## src/rtl/div_pkg.sv

```systemverilog
// Shared types and constants for the sequential restoring divider.
// The ZERO state is only reachable in builds with DIV_ZERO_DETECT_EN defined.
package div_pkg;

    typedef enum logic [1:0] {
        S_IDLE = 2'd0,
        S_RUN  = 2'd1,
        S_DONE = 2'd2,
        S_ZERO = 2'd3
    } div_state_e;

    localparam int DIV_WIDTH = 32;

    // The iteration counter must be able to hold WIDTH itself.
    function automatic int div_cnt_width(input int width);
        return $clog2(width) + 1;
    endfunction

    localparam int DIV_CNT_W = div_cnt_width(DIV_WIDTH);

endpackage : div_pkg

```

## src/rtl/div_step.sv

```systemverilog
// One restoring-division iteration: shift the remainder/quotient register left,
// trial-subtract the divisor from the upper part, and shift in the quotient bit.
module div_step #(
    parameter int WIDTH = div_pkg::DIV_WIDTH
) (
    input  logic [2*WIDTH-1:0] rem_i,
    input  logic [WIDTH-1:0]   dsr_i,
    output logic [2*WIDTH-1:0] rem_o
);

    logic [WIDTH:0]   upper;
    logic             fits;
    logic [WIDTH-1:0] diff;

    // The upper half after the shift is WIDTH+1 bits wide: the bit shifted out of
    // the top must join the compare, or large dividends/divisors divide wrongly.
    assign upper = rem_i[2*WIDTH-1:WIDTH-1];
    assign fits  = (upper >= {1'b0, dsr_i});
    // When the divisor fits, the true difference is below 2^WIDTH, so a
    // WIDTH-bit modular subtraction is exact.
    assign diff  = upper[WIDTH-1:0] - dsr_i;

    assign rem_o = fits ? {diff, rem_i[WIDTH-2:0], 1'b1}
                        : {rem_i[2*WIDTH-2:0], 1'b0};

endmodule : div_step

```

## src/rtl/seq_divider.sv

```systemverilog
// Multi-cycle unsigned restoring divider with a start/ready handshake.
// Define DIV_ZERO_DETECT_EN to short-cut division by zero through the ZERO state.
module seq_divider
    import div_pkg::*;
#(
    parameter int WIDTH = DIV_WIDTH
) (
    input  logic             clk,
    input  logic             Reset,
    input  logic             Start,
    input  logic [WIDTH-1:0] Dividend,
    input  logic [WIDTH-1:0] Divisor,
    output logic             Busy,
    output logic             Ready,
    output logic [WIDTH-1:0] Quotient,
    output logic [WIDTH-1:0] Remainder,
    output logic             DivZero
);

    localparam int CW = div_cnt_width(WIDTH);

    div_state_e       state_q, state_d;
    logic [2*WIDTH-1:0] rem_q, rem_d;
    logic [WIDTH-1:0] dsr_q, dsr_d;
    logic [CW-1:0]    cnt_q, cnt_d;
    logic [2*WIDTH-1:0] rem_step;

    div_step #(.WIDTH(WIDTH)) u_step (
        .rem_i (rem_q),
        .dsr_i (dsr_q),
        .rem_o (rem_step)
    );

`ifdef DIV_ZERO_DETECT_EN
    logic divzero_q, divzero_d;
`endif

    always_comb begin
        // NOTE: every combinational output gets a default first so no path leaves it unassigned (no latches).
        state_d = state_q;
        rem_d   = rem_q;
        dsr_d   = dsr_q;
        cnt_d   = cnt_q;
`ifdef DIV_ZERO_DETECT_EN
        divzero_d = divzero_q;
`endif
        case (state_q)
            S_IDLE: begin
                if (Start) begin
                    rem_d   = {{WIDTH{1'b0}}, Dividend};
                    dsr_d   = Divisor;
                    cnt_d   = '0;
                    state_d = S_RUN;
`ifdef DIV_ZERO_DETECT_EN
                    divzero_d = 1'b0;
                    if (Divisor == '0) state_d = S_ZERO;
`endif
                end
            end
            S_RUN: begin
                rem_d = rem_step;
                cnt_d = cnt_q + CW'(1);
                if (cnt_q == CW'(WIDTH - 1)) state_d = S_DONE;
            end
`ifdef DIV_ZERO_DETECT_EN
            S_ZERO: begin
                // The captured dividend still sits in the lower half.
                rem_d     = {rem_q[WIDTH-1:0], {WIDTH{1'b1}}};
                divzero_d = 1'b1;
                state_d   = S_DONE;
            end
`endif
            S_DONE:  state_d = S_IDLE;
            default: state_d = S_IDLE;
        endcase
    end

    always_ff @(posedge clk) begin
        // NOTE: sequential state uses non-blocking assignments so all registers update together.
        if (!Reset) begin
            state_q <= S_IDLE;
            rem_q   <= '0;
            dsr_q   <= '0;
            cnt_q   <= '0;
        end else begin
            state_q <= state_d;
            rem_q   <= rem_d;
            dsr_q   <= dsr_d;
            cnt_q   <= cnt_d;
        end
    end

`ifdef DIV_ZERO_DETECT_EN
    always_ff @(posedge clk) begin
        if (!Reset) divzero_q <= 1'b0;
        else        divzero_q <= divzero_d;
    end
    assign DivZero = divzero_q;
    assign Busy    = (state_q == S_RUN) || (state_q == S_ZERO);
`else
    assign DivZero = 1'b0;
    assign Busy    = (state_q == S_RUN);
`endif

    assign Ready     = (state_q == S_DONE);
    assign Quotient  = rem_q[WIDTH-1:0];
    assign Remainder = rem_q[2*WIDTH-1:WIDTH];

endmodule : seq_divider

```

## config.mk

```make
export PLATFORM = sky130hd
export DESIGN_NAME = seq_divider
export DESIGN_NICKNAME = d
export VERILOG_FILES = /design/src/rtl/div_pkg.sv /design/src/rtl/div_step.sv /design/src/rtl/seq_divider.sv
export SDC_FILE = /design/constraint.sdc
export NUM_CORES = 1
export LEC_CHECK = 0
export ABC_AREA = 1
export ABC_CLOCK_PERIOD_IN_PS = 2000
export CORE_MARGIN = 8
export CORE_UTILIZATION = 36
export DETAILED_ROUTE_END_ITERATION = 16
export DONT_BUFFER_PORTS = 1
export HOLD_SLACK_MARGIN = 0.1
export MAX_ROUTING_LAYER = met4
export PLACE_DENSITY_LB_ADDON = 0.15
export SLEW_MARGIN = 20
export SYNTH_ARGS = -nofsm -noshare
export SYNTH_HDL_FRONTEND = slang
export SYNTH_SLANG_ARGS = --single-unit
```

## constraint.sdc

```tcl
create_clock -name clk -period 2 [get_ports clk]
set_input_delay 0 -clock clk [delete_from_list [all_inputs] [get_ports clk]]
set_output_delay 0 -clock clk [all_outputs]
set_load 0.05 [all_outputs]
```

==> impl_metrics.csv, run 1 <==
group,metric,value,unit
clock_network,cts_tree,"built",
clock_network,numCtsBuffers,9,
clock_network,clock-root-buffer,"clkbuf_16",
layout,fill_cells,1906,
routing,wl,24.3,mm
pwr,power.density,1120,nW/µm²
grt,grt_max_degree,63,
clock_network,clk_pin_slew,0.08,ns
placement,dpl_cell_area,8490,µm²
pwr,power,11.6,mW
pwr,cellLeakagePower,4.87,nW
grt,track_usage,20.5,%
sta,holdWs,0.309,ns
logic_synthesis,syn_avg_cell_area,6.39,µm²
logic_synthesis,ys_seq_area_share,29.7,%
worst_setup_path,arrival,2.26,ns
flow_run,maxCapViolCount,0,
routing,final_antenna_net_count,0,
grt,antenna_found_initial,0,
logic_synthesis,synth_area,7000,µm²
clock_network,clock_sink_count,104,
sta,fin_ws,-0.0355,ns
sta,tightest_slew,0.593,ns
layout,layout-drive-gt1-share,31.5,%
sta,fin_worst_skew,0.0119,ns
layout,synthToLayoutAreaGrowth,48.1,%
worst_setup_path,cp-startpoint,"dsr_q[13]$_SDFFE_PN0P_",
worst_setup_path,path_class,"reg -> reg",
layout,ff_latch_area,2170,µm²
floorplan,core_area,19300,µm²
logic_synthesis,synth_warnings,0,
pwr,vdd_drop_max,0.000546,V
routing,drt_pass1_iterations,5,
sta,fin_crit_sh,102,%
sta,hold_violations,0,
worst_setup_path,worstRegToRegCells,14,
logic_synthesis,syn_nets,1197,
worst_setup_path,end_kind,"flip-flop",
sta,drv_slew,0,
worst_setup_path,critical_path.max_fanout,13,
worst_setup_path,r2r_end,"rem_q[49]$_SDFFE_PN0P_",
worst_setup_path,worstPathRequired,2.23,ns
sta,fmax,491,MHz
worst_setup_path,reg2reg_slack,-0.04,ns
sta,grt_setup_unrepaired,"true",
sta,setup_viol,21,
layout,nets,1406,
layout,insertedDiodeCount,0,
worst_setup_path,critPathCapture,"rem_q[49]$_SDFFE_PN0P_",
routing,drtIter0Drc,407,
floorplan,die_height,155,µm
placement,io_buffers,0,
layout,fin_area,10400,µm²
floorplan,pin_count,134,
grt,grt-ovfl-total,0,
sta,max_slew_margin,60.5,%
logic_synthesis,syn_inst,1096,
status,outcome,"finished, violations left",
logic_synthesis,synth-seq-cells,104,
clock_network,clockBufferDepth,2,
logic_synthesis,synth.distinct_cells,40,
worst_setup_path,r2r-start,"dsr_q[13]$_SDFFE_PN0P_",
placement,place_hpwl,17.8,mm
sta,period_needed,2.04,ns
grt,grt_pass1_vias,7477,
floorplan,die_w,155,µm
routing,wire_per_inst,15.4,µm
routing,via_per_inst,4.74,
floorplan,initial_core_util,36.3,%
worst_setup_path,cp-start-kind,"flip-flop",
clock_network,cts_max_level,3,
floorplan,die-area,24200,µm²
floorplan,num_rows,51,
status,violations,"setup timing",
placement,dp_slack,-0.185,ns
grt,grt_pass1_wl,38.8,mm
clock_network,insertion_delay,0.37,ns
routing,vias,7462,
placement,routabilityCongestion,0.959,
min_path,holdCritPathClass,"in -> reg",
layout,multi_input_area,4760,µm²
routing,drc,0,
-- metrics by stage --
| stage | utilization (%) | setup TNS [ns] | cells |
|---|---|---|---|
| 3_3_place_gp | 44.1 | -4.01 | 1470 |
| 3_5_place_dp | 44.1 | -4.33 | 1470 |
| 4_1_cts | 51.5 | -0.111 | 1560 |
| 2_1_floorplan | - | 0 | 1096 |
| 6_report | 53.8 | -0.290 | 1575 |
| 5_1_grt | 53.8 | -4.06 | 1575 |
-- metal layers --
layer	up-vias	global-route usage (%)	routed length, µm
li1	3908	-	-
met1	3361	25.1	11200
met2	166	33.5	11400
met3	27	4.83	1270
met4	0	5.22	365
met5	-	-	0
-- kinds of logic (layout without fill, tap and decap cells) --
family	after synthesis	count (layout)	share of synthesized area, %
AND/OR/NAND/NOR	554	554	35.1
XOR/XNOR	14	14	1.75
buffers and inverters	222	436	13.0
AO/OA/AOI/OAI	167	167	14.2
adder cells (fa/ha/maj)	34	34	6.19
other	1	1	0.0536
flip-flops	104	104	29.7
-- Yosys cell counts --
master      n  area share (%)
nand2_1   318              17
inv_1     160             8.6
dfxtp_1   104              30
nor2_1     90             4.8
a21oi_1    81             5.8
nand3_1    66             4.7
o21ai_0    39             2.8
ha_1       33             5.9
clkbuf_1   26             1.4
nand3b_1   25             2.7
o221ai_1   24             3.0
nand2_2    14             1.3
inv_2      13            0.70
xnor2_1    13             1.6
nand4_1    10            0.89
nor2_2      9            0.80
buf_6       8             1.3
a21oi_2     6            0.75
clkinv_1    6            0.32
nand3_2     6            0.86
a31oi_1     5            0.45
nor2_4      4            0.64
nor3_1      4            0.29
o21bai_1    4            0.43
a22oi_1     3            0.32
buf_1       3            0.16
buf_2       3            0.21
buf_4       3            0.32
a211oi_1    2            0.21
a221oi_1    2            0.25
and2_1      2            0.18
nand2_4     2            0.32
conb_1      1           0.054
fa_1        1            0.29
nor2_8      1            0.29
nor3_2      1            0.14
nor4_1      1           0.089
o221a_2     1            0.16
or2_2       1           0.089
xor2_1      1            0.13
-- how the worst min path moves through the flow --
| stage | from | end | slack (ns) | cells after the start |
|---|---|---|---|---|
| CTS | Dividend[28] | rem_q[28]$_SDFFE_PN0P_ | 0.29 | 3 |
| finish | Dividend[14] | rem_q[14]$_SDFFE_PN0P_ | 0.31 | 3 |
| global placement | Reset | rem_q[4]$_SDFFE_PN0P_ | 0.11 | 2 |
| detailed placement | Reset | rem_q[3]$_SDFFE_PN0P_ | 0.11 | 2 |
| global route | Dividend[16] | rem_q[16]$_SDFFE_PN0P_ | 0.31 | 3 |
| floorplan | Divisor[0] | dsr_q[0]$_SDFFE_PN0P_ | 0.13 | 2 |
-- placed cells by master (no fill, tap or decap), types with 2 or more instances in the layout --
master         netlist  final
nand2_1            318    275
buf_4                3    158
inv_1              160    137
nor2_1              90     83
a21oi_1             81     71
dlygate4sd3_1        0     71
dfxtp_1            104     65
nand3_1             66     50
nand2_2             14     48
o21ai_0             39     37
inv_2               13     36
ha_4                 0     30
nand3b_1            25     25
o221ai_1            24     24
dfxtp_2              0     24
nand3_2              6     21
a21oi_2              6     16
nor2_4               4     15
dfxtp_4              0     15
xnor2_1             13     13
clkbuf_16            0     11
nand4_1             10     10
nand2_4              2      9
buf_12               0      7
clkinv_1             6      6
nor2_2               9      5
a31oi_1              5      5
o21bai_1             4      4
nor3_1               4      4
a22oi_1              3      3
inv_6                0      3
and2_1               2      2
a211oi_1             2      2
o21ai_1              0      2
a221oi_1             2      2
nand2_8              0      2
ha_1                33      2
buf_6                8      2
-- flip-flops by register name (all words and copies together) (netlist names) --
register  flops
state_q       2
dsr_q        32
rem_q        64
cnt_q         6
-- critical path, cell delays in order, from the launching register on --
cell and delay (ns):
dfxtp_2 0.33, inv_2 0.05, ha_4 0.29, nand2_2 0.09, nor2_4 0.14, nand2_4 0.08, nor2_4 0.13, nand2_2 0.07
nor2_4 0.16, nor2_8 0.08, nand2_8 0.10, buf_12 0.16, nand2_1 0.08, nand3_2 0.07, a21oi_1 0.06
-- report_power, final --
group / switching [mW] / internal (mW)
clock: 0.920 / 0.883
sequential: 0.375 / 2.31
combinational: 3.98 / 3.09
-- repair_timing --
action / in CTS / in global routing
gates cloned: 0 / 2
hold endpoints to repair: 72 / 0
setup endpoints to repair: 33 / 39
pin swaps: 8 / 28
buffers inserted: 2 / 13
hold buffers: 72 / 0
resized for setup: 67 / 90
-- cell type report --
type                            count  area share (%)
Multi-Input combinational cell    770            46.0
Sequential cell                   104            20.9
Timing Repair Buffer              241            20.6
Inverter                          179            6.48
Tap cell                          265            3.20
Clock buffer                       10            2.21
Clock inverter                      6           0.604
Note: power is estimated with default switching activity, not from simulation.
==> run 2: changes to the inputs <==
--- a/config.mk
+++ b/config.mk
@@ -7,6 +7,7 @@
 export LEC_CHECK = 0
 export ABC_AREA = 1
 export ABC_CLOCK_PERIOD_IN_PS = 2000
+export CORE_ASPECT_RATIO = 1.1
 export CORE_MARGIN = 8
 export CORE_UTILIZATION = 36
 export DETAILED_ROUTE_END_ITERATION = 16
==> run 2 against run 1 <==
- the flow still finishes with violations (setup timing)
- hold slack got worse by 0.22 ns
- clock-buffer cell count increased by 1
- highest routed layer unchanged
- final cell count increased by 0.25%
==> impl_metrics.csv, run 2 (synthesized netlist as in run 1, its figures left out) <==
group,metric,value,unit
routing,via_per_inst,4.89,
clock_network,clock-root-buffer,"clkbuf_16",
grt,grt_max_degree,59,
layout,mostFrequentLayoutCell,"nand2_1",
clock_network,insertion_delay,0.36,ns
grt,grt_pass1_vias,7735,
floorplan,die_w,149,µm
sta,hold_violations,0,
clock_network,clock_sink_count,104,
layout,layout-drive-gt1-share,35.4,%
grt,grt_pass1_wl,39.3,mm
clock_network,clk_pin_slew,0.08,ns
grt,antenna_found_initial,0,
floorplan,pin_count,134,
layout,fin_area,10900,µm²
routing,drc,0,
routing,drt_pass1_iterations,5,
routing,final_antenna_net_count,0,
layout,final_cell_mix,"256 x nand2_1, 156 x buf_4, 134 x inv_1",
placement,dpl_cell_area,8460,µm²
clock_network,cts_max_level,3,
layout,nets,1428,
layout,largest_register_ff_count,64,
worst_setup_path,path_class,"reg -> reg",
routing,wire_per_inst,15.8,µm
layout,top_regs,"rem_q: 64 flops, dsr_q: 32 flops, cnt_q: 6 flops",
sta,max_slew_margin,46.0,%
grt,grt-ovfl-total,0,
routing,wl,24.9,mm
floorplan,die-area,24200,µm²
layout,regMostFlops,"rem_q",
status,violations,"setup timing",
clock_network,numCtsBuffers,9,
worst_setup_path,critical_path.max_fanout,8,
layout,insertedDiodeCount,0,
worst_setup_path,worstPathRequired,2.23,ns
sta,fin_ws,-0.0671,ns
clock_network,clockBufferDepth,2,
flow_run,maxCapViolCount,0,
layout,synthToLayoutAreaGrowth,55.2,%
status,outcome,"finished, violations left",
placement,routabilityCongestion,0.912,
grt,track_usage,20.6,%
worst_setup_path,arrival,2.29,ns
pwr,power,12.1,mW
pwr,cellLeakagePower,5.00,nW
placement,place_hpwl,17.3,mm
sta,grt_setup_unrepaired,"true",
clock_network,cts_tree,"built",
sta,setup_viol,30,
min_path,holdCritPathClass,"in -> reg",
placement,io_buffers,0,
sta,drv_slew,0,
sta,tightest_slew,0.807,ns
sta,fin_worst_skew,0.0126,ns
sta,fmax,484,MHz
floorplan,num_rows,53,
routing,vias,7714,
floorplan,core_area,19100,µm²
sta,period_needed,2.07,ns
pwr,power.density,1110,nW/µm²
floorplan,initial_core_util,36.6,%
sta,fin_crit_sh,103,%
pwr,vdd_drop_max,0.000572,V
worst_setup_path,end_kind,"flip-flop",
floorplan,die_height,162,µm
routing,drtIter0Drc,340,
worst_setup_path,cp-start-kind,"flip-flop",
run 2: repair_timing:
item | CTS | global route
hold buffers | 91 | 1
buffers inserted | 11 | 6
pin swaps | 16 | 69
cloned | 2 | 4
gates resized for setup | 84 | 146
endpoints found under the hold margin | 72 | 3
setup endpoints to repair | 33 | 55
run 2: area by class of cell:
class	count	area [µm²]
clock buffer	11	253
clock inverter	5	46.3
fill	1837	8240
inverter	179	679
multi-input combinational	770	4980
sequential	104	2180
tap	247	309
timing repair buffer	263	2410
run 2: worst paths after layout:
check,from,end,slack [ns],depth (start not counted)
worst max-delay path,dsr_q[18]$_SDFFE_PN0P_,rem_q[63]$_SDFFE_PN0P_,-0.07,15
worst min-delay path,Start,dsr_q[3]$_SDFFE_PN0P_,0.09,4
worst max register to register,dsr_q[18]$_SDFFE_PN0P_,rem_q[63]$_SDFFE_PN0P_,-0.07,15
worst min register to register,dsr_q[14]$_SDFFE_PN0P_,dsr_q[14]$_SDFFE_PN0P_,0.47,2
run 2: power breakdown:
part,leakage (nW),internal [mW],switching (mW)
combinational,3.97,3.37,4.21
clock,0.150,0.938,0.880
sequential,0.878,2.32,0.379
run 2: worst max-delay path: stages, from the launching register on:
cell,delay (ns)
dfxtp_2,0.33
inv_2,0.04
ha_4,0.29
buf_12,0.11
nand2_4,0.05
nor2_4,0.12
nand2_2,0.09
nor2_4,0.10
nand2_2,0.07
nor2_4,0.15
nor2_8,0.09
nand2_8,0.11
clkbuf_16,0.19
nand3_2,0.07
nand2_1,0.07
a21oi_2,0.05
run 2: per-stage QoR:
step	cells	hold slack (ns)	utilization, %	setup slack, ns	setup TNS (ns)
finish	1579	0.0855	56.9	-0.0671	-1.06
global route	1579	0.122	56.9	-0.176	-4.93
CTS	1573	0.152	53.8	-0.0342	-0.324
detailed placement	1453	0.109	44.3	-0.175	-4.21
global placement	1453	0.108	44.3	-0.180	-4.30
floorplan	1096	0.135	-	0.00100	0
run 2: per-layer routing:
| layer | vias up | wire length (µm) | global-route usage, % |
|---|---|---|---|
| li1 | 3946 | - | - |
| met5 | - | 0 | - |
| met3 | 25 | 1650 | 5.01 |
| met2 | 213 | 12400 | 35.2 |
| met4 | 0 | 423 | 4.96 |
| met1 | 3530 | 10500 | 23.9 |
